--- src/rtl/fetch_unit.sv ---
// fetch_unit: PC-driven instruction fetch with RAM arbitration, valid/ready handoff to decode and branch redirect
module fetch_unit #(
  parameter int DATA_SIZE = 32,
  parameter int ADDRESS_SIZE = 16,
  parameter logic [ADDRESS_SIZE-1:0] RESET_PC = '0
) (
  input  logic                    clk,
  input  logic                    reset,
  input  logic                    enable,
  output logic                    mem_req,
  input  logic                    mem_grant,
  output logic [ADDRESS_SIZE-1:0] mem_address,
  output logic                    mem_read_write,
  input  logic [DATA_SIZE-1:0]    mem_fetch_data,
  output logic [DATA_SIZE-1:0]    instr,
  output logic [ADDRESS_SIZE-1:0] instr_pc,
  output logic                    instr_valid,
  input  logic                    instr_ready,
  input  logic                    branch_valid,
  input  logic [ADDRESS_SIZE-1:0] branch_target,
  output logic [ADDRESS_SIZE-1:0] pc
);
  typedef enum logic [1:0] {IDLE, ADDR, CAPTURE, HOLD} state_t;
  state_t                  r_state;
  logic [ADDRESS_SIZE-1:0] r_pc, r_mem_address, r_instr_pc;
  logic [DATA_SIZE-1:0]    r_instr;
  logic                    r_instr_valid, r_mem_req;
  always_ff @(posedge clk) begin
    if (reset) begin
      r_state       <= IDLE;
      r_pc          <= RESET_PC;
      r_mem_address <= RESET_PC;
      r_instr       <= '0;
      r_instr_pc    <= '0;
      r_instr_valid <= 1'b0;
      r_mem_req     <= 1'b0;
    end else if (branch_valid) begin
      r_pc          <= branch_target;
      r_mem_address <= branch_target;
      r_instr_valid <= 1'b0;
      r_state       <= enable ? ADDR : IDLE;
      r_mem_req     <= enable;
    end else begin
      case (r_state)
        IDLE: if (enable) begin
          r_mem_address <= r_pc;
          r_state       <= ADDR;
          r_mem_req     <= 1'b1;
        end
        ADDR: if (mem_grant) r_state <= CAPTURE;
        CAPTURE: if (mem_grant) begin
          r_instr       <= mem_fetch_data;
          r_instr_pc    <= r_mem_address;
          r_instr_valid <= 1'b1;
          r_pc          <= r_pc + 1'b1;
          r_state       <= HOLD;
          r_mem_req     <= 1'b0;
        end else r_state <= ADDR;
        HOLD: if (instr_ready) begin
          r_instr_valid <= 1'b0;
          r_mem_address <= r_pc;
          r_state       <= enable ? ADDR : IDLE;
          r_mem_req     <= enable;
        end
      endcase
    end
  end
  assign mem_req        = r_mem_req;
  assign mem_address    = r_mem_address;
  assign mem_read_write = 1'b1;
  assign instr          = r_instr;
  assign instr_pc       = r_instr_pc;
  assign instr_valid    = r_instr_valid;
  assign pc             = r_pc;
endmodule

--- config.mk ---
export PLATFORM = sky130hd
export DESIGN_NAME = fetch_unit
export DESIGN_NICKNAME = d
export VERILOG_FILES = /design/src/rtl/fetch_unit.sv
export SDC_FILE = /design/constraint.sdc
export NUM_CORES = 1
export LEC_CHECK = 0
export CAP_MARGIN = 30
export CORE_ASPECT_RATIO = 1.2
export CORE_MARGIN = 2
export CORE_UTILIZATION = 38
export DETAILED_ROUTE_END_ITERATION = 12
export HOLD_SLACK_MARGIN = 0.1
export MAX_ROUTING_LAYER = met4
export PLACE_DENSITY = 0.7
export SLEW_MARGIN = 10
export SYNTH_ARGS = -nofsm -noshare
export SYNTH_HDL_FRONTEND = slang
export SYNTH_SLANG_ARGS = --single-unit
--- constraint.sdc ---
create_clock -name clk -period 2.5 [get_ports clk]
set_clock_uncertainty 0.2 [all_clocks]
set_input_delay 0.5 -clock clk [delete_from_list [all_inputs] [get_ports clk]]
set_output_delay 0.5 -clock clk [all_outputs]
set_load 0.1 [all_outputs]
[Yosys cells after proc, flatten, opt, wreduce, memory -nomap -nowiden]
Index checks and enable logic that the tools add are counted.
Storage, ports and cells
  register bits: 84
  input bits: 54
  output and inout port bits: 83
  logic and storage cells: 53
Cells by class
  add/sub/neg operators: 1
  equality and inequality tests: 9
  multiplexer cells: 22
  bitwise gates (word level): 1
  reduce and logical (&&, ||, !) cells: 13
Operators with widths (count)
  $mux 16: 6
  $pmux 16 s2: 1
  $add 16x1->16 const B: 1
  $ne 3x3->1 const B: 4
  $reduce_and 3->1: 4
  $mux 2: 5
  $pmux 2 s4: 1
  $mux 1: 7
  $reduce_bool 2->1: 3
  $eq 2x2->1 const B: 2
  $ne 2x2->1 const B: 2
  $reduce_and 4->1: 1
  $reduce_bool 4->1: 1
  $pmux 1 s3: 1
  $reduce_bool 3->1: 1
  $eq 2x1->1 const B: 1
  $logic_not 2->1: 1
  $pmux 1 s2: 1
  $reduce_and 2->1: 1
  $reduce_or 2->1: 1
  $not 1->1: 1

[Logic depth before layout (Yosys ltp)]
  word-level depth: 4
  mapped depth: 7
  depth with buffers taken out: 5

[Worst setup path after synthesis]
No wires, ideal clock.
  path kind: reg2reg
  start point: register r_pc[0] (netlist: pc[0])
  end point: register r_pc[13] (netlist: pc[13])
  library setup time: 0.122 ns
  data arrival time: 2.261 ns
  data required time: 2.178 ns
  setup slack: -0.082 ns
  cell stages (with the launch flop): 5
  path buffers: 0
  period minus slack after synthesis: 2.582 ns
  cell sequence: dfxtp_1 > nand3_1 > or3_4 > o21a_1 > o311a_1
On the way
  cells in the longest elaborated chain, start to end: 4
Ends and longest elaborated chain
  start, declared: line 25  | logic [ADDRESS_SIZE-1:0] r_pc, r_mem_address, r_instr_pc;
  start signal, assigned: line 38  | r_pc <= branch_target;
  start signal, assigned: line 55  | r_pc <= r_pc + 1'b1;
  $add 16x1->16: line 55
  $mux 16: line 51  | CAPTURE: if (mem_grant) begin
  $mux 16: line 44  | case (r_state)
  $mux 16: line 37  | end else if (branch_valid) begin
No other way between the ends. The select of a mux whose other input is x is not followed.
A chain may end at the register's enable or synchronous reset.

[Worst setup path after layout]
  start point: input port mem_grant
  end point: register r_instr[8] (netlist: instr[8])
On the way
  cells in the longest elaborated chain, start to end: 1
Ends and longest elaborated chain
  start, declared: line 11  | input logic mem_grant,
  $reduce_and 3->1 (no source line)
  end signal, assigned: line 52  | r_instr <= mem_fetch_data;
  end, declared: line 26  | logic [DATA_SIZE-1:0] r_instr;
No other way between the ends.

==> key figures <==
Cells and area
  • Final design utilization: 55.82%
  • Fin nets: 614
  • Commonest non-fill, non-tap cell in the layout: nand2_1
  • Area growth syn-to-layout: 43.01%
  • Layout cell share with drive strength beyond 1: 22.16%
  • Most frequent cells in the layout: nand2_1, buf_4, dfxtp_1, a21oi_1, clkdlybuf4s50_1
  • N_diodes: 0

Critical path
  • Setup crit end kind: register
  • Startpoint types: primary input
  • CP required: 2.53 ns
  • Cells along the critical path: clkdlybuf4s50_1, nand3b_2, buf_4, or2_2, buf_12, nand2_1, a21oi_1
  • R2R depth: 6
  • Critical path type: primary input to register
  • Worst-path fanout max: 48
  • Slowest-stage cell, CP: clkdlybuf4s50_1
  • Worst path top cell family by delay: buffers and inverters
  • Peak per-stage delay on the critical path: 0.56 ns
  • Crit path DAT: 2.05 ns
  • Worst Path Buf+Inv: 3
  • Cell count along the critical path: 7

Synth
  • Sequential share of the synthesized area: 47.69%
  • Syn avg cell area: 8.124 sq um
  • Ys async rst share: 0%
  • Mapped Cells: 434
  • Synthesized Nets: 489
  • Post-Syn Area: 3526 sq um
  • FF+latch count, synth: 84
  • Mux cell area share after synthesis: 5.713%
  • Post-synthesis xor/xnor area fraction: 2.732%
  • Dominant synthesized flop cell: dfxtp_1
  • Synth cell types: 42
  • Post-synth EDFFs: 0
  • Adder-Cell Fraction of Synth Area: 0.3549%
  • Compound-gate portion of the synthesized area: 17.71%
  • Synth Area in Simple Gates: 20.37%
  • Largest family of logic cells by synthesized area: simple AND/OR/NAND/NOR gates
  • YS warnings: 0

STA
  • Fin. Hold Viols: 0
  • Fmax: 0.4951 GHz
  • Final period utilization: 80.80%
  • Setup TNS: 0 ns
  • Slew Limit Fails: 0
  • Final setup viols: 0
  • Unrepaired setup endpoints after global routing: no
  • Tmin final: 2.020 ns
  • Setup ws final: 0.4801 ns

Route
  • Routed vias/inst: 4.887
  • Routed via count: 3343
  • 1st-pass router iterations: 4
  • # DRC: 0
  • Drt wl/cell: 13.28 microns
  • ANT nets after route: 0
  • 1st-iter DRT viols: 173
  • WL final: 9083 microns

Placement
  • Dpl hpwl: 6566 microns
  • GPL Wtd Cong: 0.8074
  • Port-buffer cells: 135
  • Pre-CTS setup slack: 0.1166 ns

Floorplan
  • Die area: 10070 sq um
  • Die H: 109.5 microns
  • Ports: 137
  • Die width: 91.93 microns
  • Core footprint: 9034 sq um
  • Starting Density: 39.03%
  • Cell Rows: 38

Clock network
  • # hold bufs at CTS: 0
  • Post-CTS setup repair buffer count: 0
  • Clk Latency, worst-skew pair: 0.34 ns
  • Clock-pin slew on the worst setup and hold paths: 0.08 ns
  • Num CTS Buffers: 9
  • Clock Sinks: 84
  • Root Buffer: clkbuf_8
  • CTS tree: yes
  • CTS HTree Levels: 3
  • CTS Buffer Depth: 2
  • Cts repair resizes: 0

Global routing
  • Global-route wire length before repair: 14590 microns
  • Vias in the first global route: 3087
  • GR Util All Layers: 18.55%
  • Initial antenna violation count: 0
  • Largest net degree at the start of global routing: 49
  • Residual overflow from global routing: 0

Power and ir drop
  • Static leakage: 2.065 nW
  • VDD IR-drop max: 0.0002515 V
  • Power per cell area: 624.0 nW/um^2

Run
  • Max Cap Viol: 0

Min path
  • Worst min path class: register to register
  • Hold path cells: 2

Status
  • Outcome: complete, no violations
routing by layer:
metal  GRT usage, %  part of all wire (%)  vias up
met3          3.427                   5.4       11
li1               -                     -     1716
met2          30.67                    47      100
met4          7.036                   1.5        0
met1          22.74                    46     1516
met5              -                     0        -
per-stage QoR:
step / area (sq um) / instances / total power [mW] / hold WS, ns
detailed placement: 4821 / 668 / 2.140 / 0.2469
finish: 5042 / 684 / 3.146 / 0.2547
CTS: 5042 / 684 / 3.181 / 0.2585
floorplan: 3533 / 434 / 1.930 / 0.4360
global route: 5042 / 684 / 3.273 / 0.2789
global placement: 4821 / 668 / 2.131 / 0.2433
flip-flops by register name, indices dropped and copies added (netlist names):
signal       flops
mem_req          1
instr_pc        16
instr           32
instr_valid      1
pc              16
mem_address     16
r_state          2
cells by family (layout without fill, tap and decap cells):
kind of cell,count (synthesis),after routing
and+or+nand+nor,167,167
AOI/OAI and AO/OA,105,105
DFF,84,84
buffers and inverters,45,175
muxes,20,20
xor gates and xnor gates,11,11
adders and majority gates,1,1
other,1,1
path summary, 6_finish.rpt:
check,endpoint,slack [ns],from
hold reg to reg,instr_pc[11],0.25,instr_pc[11]
setup / recovery,instr[8],0.48,mem_grant
hold / removal,instr_pc[11],0.25,instr_pc[11]
setup reg to reg,instr[8],0.58,r_state[1]
tightest hold or removal path, stage by stage (launching register included):
cell and delay (ns):
dfxtp_1 0.31, nand2_1 0.05, a21oi_1 0.05
power breakdown:
group	internal, mW	switching (mW)
Combinational	0.201	0.466
Sequential	1.39	0.0547
Clock	0.570	0.470
Yosys cell counts, types with 4 or more instances:
| library cell | instances | share of area (%) |
|---|---|---|
| a21oi_1 | 66 | 9.4 |
| nand2_1 | 105 | 11 |
| nor4_1 | 6 | 1.1 |
| buf_2 | 6 | 0.85 |
| nor2_1 | 28 | 3.0 |
| xnor2_1 | 4 | 0.99 |
| a211oi_1 | 15 | 3.2 |
| o21a_1 | 11 | 2.3 |
| mux2i_1 | 19 | 5.4 |
| dfxtp_1 | 84 | 48 |
| inv_1 | 13 | 1.4 |
| nor3_1 | 8 | 1.1 |
| nand3_1 | 4 | 0.57 |
| xor2_1 | 7 | 1.7 |
| buf_1 | 4 | 0.43 |
| clkbuf_1 | 20 | 2.1 |
layout make-up:
cell class                 count  area (sq um)
timing repair buffer         146          1269
sequential                    84          1689
multi-input combinational    305          1664
clock buffer                  13         178.9
inverter                      13         48.80
tap                          120         150.1
fill                         867          3991
clock inverter                 3         42.54
Power figures use the tool's default switching activity.
